`config.mk`:
```
export PLATFORM = sky130hd
export DESIGN_NAME = vm1_bus_arbiter
export DESIGN_NICKNAME = d
export VERILOG_FILES = /design/src/rtl/vm1_bus_pkg.sv /design/src/rtl/vm1_rr_pick2.sv /design/src/rtl/vm1_bus_arbiter.sv
export SDC_FILE = /design/constraint.sdc
export NUM_CORES = 1
export LEC_CHECK = 0
export CORE_UTILIZATION = 26
export DETAILED_ROUTE_END_ITERATION = 6
export MAX_ROUTING_LAYER = met4
export PLACE_DENSITY = 0.79
export SETUP_SLACK_MARGIN = 0.2
export SYNTH_ARGS = -nofsm -noshare
export SYNTH_HDL_FRONTEND = slang
export SYNTH_HIERARCHICAL = 1
export SYNTH_SLANG_ARGS = --single-unit
```
`constraint.sdc`:
```
create_clock -name clk -period 1.8 [get_ports clk]
set_input_delay 0.27 -clock clk [delete_from_list [all_inputs] [get_ports clk]]
set_output_delay 0.27 -clock clk [all_outputs]
set_load 0.005 [all_outputs]
```
`src/rtl/vm1_bus_pkg.sv`:
```
// vm1_bus_pkg: arbiter state encoding, bus control bit positions and strobe helper.
package vm1_bus_pkg;

    typedef enum logic [1:0] {
        ST_CPU   = 2'd0,
        ST_GRANT = 2'd1,
        ST_DMA   = 2'd2,
        ST_REL   = 2'd3
    } bus_state_e;

    localparam int CTL_WTBT = 2;
    localparam int CTL_DOUT = 1;
    localparam int CTL_DIN  = 0;

    function automatic logic is_strobe(input logic [2:0] ctl);
        return ctl[CTL_DIN] | ctl[CTL_DOUT];
    endfunction

endpackage

```
`src/rtl/vm1_rr_pick2.sv`:
```
// vm1_rr_pick2: two-way round-robin pick; on a tie the master not served last wins.
module vm1_rr_pick2 (
    input  logic [1:0] req_i,
    input  logic       last_i,
    output logic [1:0] gnt_o,
    output logic       idx_o
);

    assign gnt_o = (req_i == 2'b11) ? (last_i ? 2'b01 : 2'b10) : req_i;
    assign idx_o = gnt_o[1];

endmodule

```
`src/rtl/vm1_bus_arbiter.sv`:
```
// vm1_bus_arbiter: shares one Q-bus style bus between the CPU (default owner) and two DMA masters.
// Define VM1_BUS_TIMEOUT_EN to add the missing-RPLY timeout (CPU error pulse / forced DMA release).
module vm1_bus_arbiter
    import vm1_bus_pkg::*;
#(
    parameter int TIMEOUT_CYCLES = 64,
    parameter int BURST_MAX      = 8
) (
    input  logic        clk,
    input  logic        reset_n,
    input  logic        ce,
    input  logic [15:0] cpu_addr_i,
    input  logic [15:0] cpu_data_i,
    input  logic [2:0]  cpu_ctl_i,
    output logic [15:0] cpu_data_o,
    output logic        cpu_rply_o,
    output logic        cpu_error_o,
    input  logic [1:0]  dma_req_i,
    output logic [1:0]  dma_gnt_o,
    input  logic [31:0] dma_addr_i,
    input  logic [31:0] dma_data_i,
    input  logic [5:0]  dma_ctl_i,
    output logic [15:0] dma_data_o,
    output logic [1:0]  dma_rply_o,
    output logic [15:0] bus_addr_o,
    output logic [15:0] bus_data_o,
    output logic [2:0]  bus_ctl_o,
    input  logic [15:0] bus_data_i,
    input  logic        bus_rply_i
);

    localparam int CW = $clog2(BURST_MAX + 1);

    bus_state_e    state_q, state_d;
    logic [1:0]    gnt_q, gnt_d;
    logic          last_q, last_d;
    logic [CW-1:0] cnt_q, cnt_d;
    logic          seen_q, seen_d;
    logic [1:0]    pick_gnt;
    logic          pick_idx;
    logic          m;
    logic [2:0]    m_ctl;
    logic          m_stb;
    logic          cpu_stb;
    logic          bus_stb;
    logic          tmo_hit;

    vm1_rr_pick2 u_pick (
        .req_i  (dma_req_i),
        .last_i (last_q),
        .gnt_o  (pick_gnt),
        .idx_o  (pick_idx)
    );

    assign m       = gnt_q[1];
    assign m_ctl   = m ? dma_ctl_i[5:3] : dma_ctl_i[2:0];
    assign m_stb   = is_strobe(m_ctl);
    assign cpu_stb = is_strobe(cpu_ctl_i);

    assign bus_ctl_o  = (state_q == ST_CPU) ? cpu_ctl_i : (state_q == ST_DMA) ? m_ctl : 3'b000;
    assign bus_addr_o = (state_q == ST_DMA) ? (m ? dma_addr_i[31:16] : dma_addr_i[15:0]) : cpu_addr_i;
    assign bus_data_o = (state_q == ST_DMA) ? (m ? dma_data_i[31:16] : dma_data_i[15:0]) : cpu_data_i;
    assign bus_stb    = is_strobe(bus_ctl_o);
    assign cpu_data_o = bus_data_i;
    assign dma_data_o = bus_data_i;
    assign cpu_rply_o = (state_q == ST_CPU) && bus_rply_i;
    assign dma_rply_o = (state_q == ST_DMA) ? (gnt_q & {2{bus_rply_i}}) : 2'b00;
    assign dma_gnt_o  = gnt_q;

    always_comb begin
        state_d = state_q;
        gnt_d   = gnt_q;
        last_d  = last_q;
        cnt_d   = cnt_q;
        seen_d  = seen_q;
        case (state_q)
            ST_CPU: begin
                if (|dma_req_i && !cpu_stb) state_d = ST_GRANT;
            end
            ST_GRANT: begin
                cnt_d  = '0;
                seen_d = 1'b0;
                if (|dma_req_i) begin
                    state_d = ST_DMA;
                    gnt_d   = pick_gnt;
                    last_d  = pick_idx;
                end else begin
                    state_d = ST_CPU;
                end
            end
            ST_DMA: begin
                // A bus cycle completes when the strobe falls after RPLY was seen.
                seen_d = m_stb && (seen_q || bus_rply_i);
                if (seen_q && !m_stb && cnt_q != CW'(BURST_MAX)) cnt_d = cnt_q + 1'b1;
                if ((!m_stb && (!dma_req_i[m] || cnt_d == CW'(BURST_MAX))) || tmo_hit) begin
                    state_d = ST_REL;
                    gnt_d   = 2'b00;
                end
            end
            default: state_d = ST_CPU;
        endcase
    end

    always_ff @(posedge clk or negedge reset_n) begin
        if (!reset_n) begin
            state_q <= ST_CPU;
            gnt_q   <= 2'b00;
            last_q  <= 1'b1;
            cnt_q   <= '0;
            seen_q  <= 1'b0;
        end else if (ce) begin
            state_q <= state_d;
            gnt_q   <= gnt_d;
            last_q  <= last_d;
            cnt_q   <= cnt_d;
            seen_q  <= seen_d;
        end
    end

`ifdef VM1_BUS_TIMEOUT_EN
    localparam int TW = $clog2(TIMEOUT_CYCLES + 1);

    logic [TW-1:0] tmo_q, tmo_d;
    logic          stb_q;
    logic          err_q, err_d;

    // Counter saturates at the limit so a stuck strobe raises only one event.
    always_comb begin
        tmo_d = (!bus_stb || !stb_q) ? '0 : tmo_q;
        if (bus_stb && !bus_rply_i && tmo_d != TW'(TIMEOUT_CYCLES)) tmo_d = tmo_d + 1'b1;
        tmo_hit = (tmo_d == TW'(TIMEOUT_CYCLES)) && (tmo_q != TW'(TIMEOUT_CYCLES));
        err_d   = tmo_hit && (state_q == ST_CPU);
    end

    always_ff @(posedge clk or negedge reset_n) begin
        if (!reset_n) begin
            tmo_q <= '0;
            stb_q <= 1'b0;
            err_q <= 1'b0;
        end else if (ce) begin
            tmo_q <= tmo_d;
            stb_q <= bus_stb;
            err_q <= err_d;
        end
    end

    assign cpu_error_o = err_q;
`else
    assign tmo_hit     = 1'b0;
    assign cpu_error_o = 1'b0;
`endif

endmodule

```
== Word level (Yosys, flattened, before mapping) ==
Cells that the tools add are included.

* Register bits: 10
* Input bits: 127
* Output and inout port bits: 73

* Add/subtract/negate cells: 1
* Order comparisons: 1
* Equal/unequal tests: 8
* Mux-type cells: 23
* Bitwise operators: 3
* Reductions and logical operators: 18

{| class="wikitable"
|+ Operators with widths
! operator !! number
|-
| two-way mux 16 bit || 4
|-
| two-way mux 2 bit || 8
|-
| two-way mux 3 bit || 3
|-
| two-way mux 4 bit || 2
|-
| one-hot mux 4 bit (2 select lines) || 1
|-
| logical AND 1 bit || 6
|-
| one-hot mux 2 bit (3 select lines) || 1
|-
| AND reduction 3 bit || 2
|-
| adder 4 x 1 -> 4 bit (second input constant) || 1
|-
| equality test 2 bit (second input constant) || 2
|-
| equality test 4 bit (second input constant) || 1
|-
| inequality test 2 x 1 -> 1 bit (second input constant) || 2
|-
| inequality test 4 bit (second input constant) || 1
|-
| one-hot mux 2 bit (2 select lines) || 1
|-
| AND reduction 4 bit || 1
|-
| zero test 1 bit || 3
|-
| bitwise AND 2 bit || 1
|-
| equality test 2 x 1 -> 1 bit (second input constant) || 1
|-
| zero test 2 bit || 1
|-
| logical OR 1 bit || 2
|-
| < comparator 1 x 2 -> 1 bit (second input constant) || 1
|-
| two-way mux 1 bit || 2
|-
| inequality test 2 bit (second input constant) || 1
|-
| bitwise OR 1 bit || 2
|-
| 4 further kinds || 4
|}

== Longest topological paths before layout ==
* Depth after elaboration: 12
* Gate-level depth with buffers: 7

== Modules after synthesis ==
The synthesis kept the hierarchy.

{| class="wikitable"
|+ By module, submodules not included
! module !! times used !! cells an instance !! area an instance (µm²) !! sequential area each (µm²)
|-
| vm1_bus_arbiter || 1 || 239 || 1780.5 || 251.5
|-
| vm1_rr_pick2 || 1 || 4 || 26.3 || 0.0
|}

== Worst setup path before layout ==
No wires, ideal clock.

* Path type: register -> register
* Start point: reg cnt_q[0]
* End point: reg gnt_q[1] (netlist: dma_gnt_o[1])
* Library setup time: 101 ps
* Data arrival time: 1793 ps
* Required time: 1699 ps
* Path slack: -94 ps
* Cell stages (with the launch flop): 8
* Period minus slack after synthesis: 1894 ps
* Path through: dfrtp_1 > inv_1 > ha_1 > nand3b_1 > o211ai_2 > a21boi_4 > or4_4 > o311ai_2

* Cells in the longest elaborated chain, start to end: 9
* Elaborated cells between the ends (all ways): 10

{| class="wikitable"
|+ Ends and longest elaborated chain
! item !! line !! source
|-
| start: declaration || vm1_bus_arbiter.sv:37 || <nowiki>logic [CW-1:0] cnt_q, cnt_d;</nowiki>
|-
| start signal: assignment || vm1_bus_arbiter.sv:115 || <nowiki>cnt_q <= cnt_d;</nowiki>
|-
| parallel branches: the longest is 2 deep, another holds adder 4 x 1 -> 4 bit || n/a ||
|-
| two-way mux 4 bit (*) || vm1_bus_arbiter.sv:94 || <nowiki>if (seen_q && !m_stb && cnt_q != CW'(BURST_MAX)) cnt_d = cnt_q + 1'b1;</nowiki>
|-
| two-way mux 4 bit (*) || vm1_bus_arbiter.sv:76 || <nowiki>case (state_q)</nowiki>
|-
| equality test 4 bit (*) || vm1_bus_arbiter.sv:95 || <nowiki>if ((!m_stb && (!dma_req_i[m] || cnt_d == CW'(BURST_MAX))) || tmo_hit) begin</nowiki>
|-
| logical OR 1 bit (*) || vm1_bus_arbiter.sv:95 ||
|-
| logical AND 1 bit (*) || vm1_bus_arbiter.sv:95 ||
|-
| inequality test 2 x 1 -> 1 bit (no line) (*) || n/a ||
|-
| AND reduction 4 bit (no line) (*) || n/a ||
|-
| end signal: assignment || vm1_bus_arbiter.sv:113 || <nowiki>gnt_q <= gnt_d;</nowiki>
|-
| end: declaration || vm1_bus_arbiter.sv:35 || <nowiki>logic [1:0] gnt_q, gnt_d;</nowiki>
|}

Every way passes the cells marked *. The select of a mux whose other input is x is not followed.
A chain may end at the register's enable or synchronous reset.

== Final worst setup path ==
* Start point: reg gnt_q[1] (netlist: dma_gnt_o[1])
* End point: out bus_data_o[2]

* Cells in the longest elaborated chain, start to end: 2

{| class="wikitable"
|+ Ends and longest elaborated chain
! item !! line !! source
|-
| two-way mux 16 bit (2 in a row) || vm1_bus_arbiter.sv:62 || <nowiki>assign bus_data_o = (state_q == ST_DMA) ? (m ? dma_data_i[31:16] : dma_data_i[15:0]) : cpu_data_i;</nowiki>
|-
| end: declaration || vm1_bus_arbiter.sv:26 || <nowiki>output logic [15:0] bus_data_o,</nowiki>
|}

Every way passes these cells.

==> impl_metrics.tcl <==
set metrics [dict create \
    status "finished with violations" \
    violations "setup timing" \
    io_buffer_count 150 \
    synth_cells 243 \
    routed_wl_um 7540 \
    combinationalPowerShare_pct 85.9 \
    vdd_drop_max_mv 0.641 \
    drtIter0Drc 72 \
    setup_viol 32 \
    h-tree-depth 1 \
    synth_ff_type "dfrtp_1" \
    clkLatencyLatePin_ns 0.24 \
    reg2reg_depth 5 \
    post-dp-hpwl_um 5540 \
    path_class "reg -> out" \
    net-switching-power_mw 2.10 \
    tightest_slew_ns 0.506 \
    vias_per_cell 4.83 \
    gp_congestion 0.911 \
    drt-wirelength-per-cell_um 15.2 \
    cp_num_cells 6 \
    total_power_mw 5.25 \
    grt_overflow 0 \
    start_util_pct 26.7 \
    skew_ns 0.00228 \
    layout-drive-gt1-share_pct 36.9 \
    yosysUniqueCellTypes 46 \
    drc_errors 0 \
    ant_nets 0 \
    leakagePower_nw 1.76 \
    ys_seq_elements 10 \
    num_vias 2402 \
    power_frac_clock_pct 5.5 \
    ys_warn_count 6 \
    fin_crit_ns 2.00 \
    setup_ws_ns -0.200 \
    rows 30 \
    die_area_um2 7290 \
    powerDensity_nw_per_um2 1340 \
    ios 200 \
    cts_sinks 10 \
    end_kind "output port" \
    synthToLayoutAreaGrowth_pct 116 \
    p_int_mw 3.15 \
    cp_cell_sequence "buf_4 -> buf_12 -> buf_4 -> mux2i_2 -> a21oi_1 -> dlygate4sd2_1" \
    clock.fmax_mhz 500 \
    crit_family "buffers and inverters" \
    relSlewSlack_pct 66.2 \
    crit_slowest_cell "dfrtp_2" \
    die_h_um 85.4 \
    synth_edf_count 0 \
    cp_data_required_time_ns 1.53 \
    syn-mean-instance-area_um2 7.44 \
    syn_nets 375 \
    min_path_type "in -> async" \
    cts_root_buf "clkbuf_8" \
    path_clk_slew_ns 0.05 \
    layout.nets 550 \
    fin_area_um2 3910 \
    cts_max_path_buffers 2 \
    grt_pass1_vias 2444 \
    syn_area_um2 1810 \
    drv_slew 0 \
    switching_share_pct 40.0 \
    cp_data_arrival_time_ns 1.73 \
    crit_buf_inv 4 \
    cts_made_buffers 3 \
    dpl-instance-area_um2 3370 \
    antenna_found_initial 0 \
    maxCapViolCount 0 \
    start_kind "flop" \
    die_x_um 85.4 \
    ys_async_sr_fraction_pct 100 \
    grt_pass1_wl_um 11300 \
    yosysSeqAreaShare_pct 13.9 \
    path_common_cell "buf_4" \
    diodes 0 \
    grt_use_total_pct 20.1 \
    hold_viol 0 \
    critical_path_peak_fanout 8 \
    dr.pass1.iters 4 \
    fin_crit_sh_pct 111 \
    critPathMaxStageDelay_ns 0.49 \
    cts_tree "yes" \
    power_frac_seq_pct 8.6 \
    grt_max_degree 13 \
    rsz0062_at_grt "yes" \
    core_region_area_um2 6760 \
]
-- layer usage --
layer	track usage, %	up-vias	wire [um]
li1	-	1176	-
met1	21.5	1096	2850
met2	37.3	112	3990
met3	4.67	18	601
met4	4.85	0	96
met5	-	-	0
-- logic make-up (layout without fill, tap and decap cells) --
group	count (synthesis)	in the layout	share of synthesized area (%)
adder cells (fa/ha/maj)	5	5	3.46
AND/OR/NAND/NOR	67	67	18.6
flip-flops	10	10	13.9
AO/OA/AOI/OAI	66	66	24.1
other	1	1	0.208
buffers and inverters	58	232	19.7
multiplexers	36	36	20.0
-- synthesized netlist by cell type, types with 2 or more instances --
cell type / instances / area (um^2)
clkbuf_1: 10 / 37.5
nand3b_1: 4 / 30.0
o21ai_0: 11 / 55.1
inv_1: 10 / 37.5
nor2_1: 35 / 131
buf_2: 2 / 10.0
and3_1: 2 / 12.5
o31ai_1: 2 / 15.0
o311ai_2: 2 / 32.5
or4_1: 2 / 15.0
dfrtp_1: 9 / 225
nand2_1: 8 / 30.0
mux2i_1: 35 / 350
nand3_1: 5 / 25.0
o41ai_1: 2 / 17.5
a31oi_1: 2 / 12.5
and2_1: 2 / 12.5
buf_4: 34 / 255
ha_1: 5 / 62.6
a21oi_1: 35 / 175
-- cells in the final DEF, fill, tap and decap left out, types with 8 or more instances in the layout --
master             n
buf_4             35
dfrtp_1            8
clkdlybuf4s50_1  111
dlygate4sd2_1      8
mux2i_1           28
buf_2             29
a21oi_1           26
nor2_1            24
a21oi_2            8
buf_6             23
-- state kept, by name, summed over array words and instances, names as in the netlist --
signal     cells
cnt_q          4
dma_gnt_o      2
seen_q         1
state_q        2
last_q         1
-- layout make-up --
type | instances | area, um^2
Multi-Input combinational cell | 175 | 1390
Timing Repair Buffer | 218 | 2080
Sequential cell | 10 | 253
Tap cell | 80 | 100
Clock buffer | 4 | 55.1
Fill cell | 609 | 2850
Inverter | 10 | 40.0
-- worst register-to-register path, stage by stage (launching register included) --
cell	delay (ns)
dfrtp_2	0.49
mux2_2	0.41
nand2_2	0.12
a221oi_2	0.06
or4_4	0.56
o311ai_2	0.23
-- repair_timing --
item,4_1_cts,5_1_grt
endpoints found under the setup margin,48,48
pin swaps,18,16
resized for setup,203,12
gates cloned,3,1
setup buffers,27,6
hold buffers,0,0
-- power groups by stage --
| stage | Combinational, mW | Sequential [mW] | Clock [mW] |
|---|---|---|---|
| after detailed placement | 3.45 | 0.443 | 0 |
| after CTS | 4.32 | 0.452 | 0.290 |
| after global placement | 3.39 | 0.441 | 0 |
| after global routing | 4.83 | 0.466 | 0.308 |
| after floorplan | 1.70 | 0.405 | 0 |
| final | 4.51 | 0.452 | 0.289 |
-- worst paths after layout --
kind / endpoint / slack [ns] / startpoint
min in group clk: last_q / 0.50 / last_q
worst max register to register: dma_gnt_o[0] / -0.18 / dma_gnt_o[1]
worst min-delay path: cnt_q[3] / 0.37 / reset_n
max in group asynchronous: dma_gnt_o[1] / 1.06 / reset_n
worst min register to register: last_q / 0.50 / last_q
worst max-delay path: bus_data_o[2] / -0.20 / dma_gnt_o[1]
-- metrics by stage --
stage	util, %	setup slack, ns	std cells	setup TNS [ns]	hold WS, ns
after floorplan	-	-0.0571	243	-0.114	-0.0256
after global placement	49.9	-0.303	456	-7.32	0.488
after detailed placement	49.9	-0.428	456	-8.85	0.499
after CTS	56.6	-0.189	490	-2.12	0.378
after global routing	57.9	-0.288	497	-4.89	0.389
final	57.9	-0.200	497	-2.43	0.370
Power figures use the tool's default switching activity.
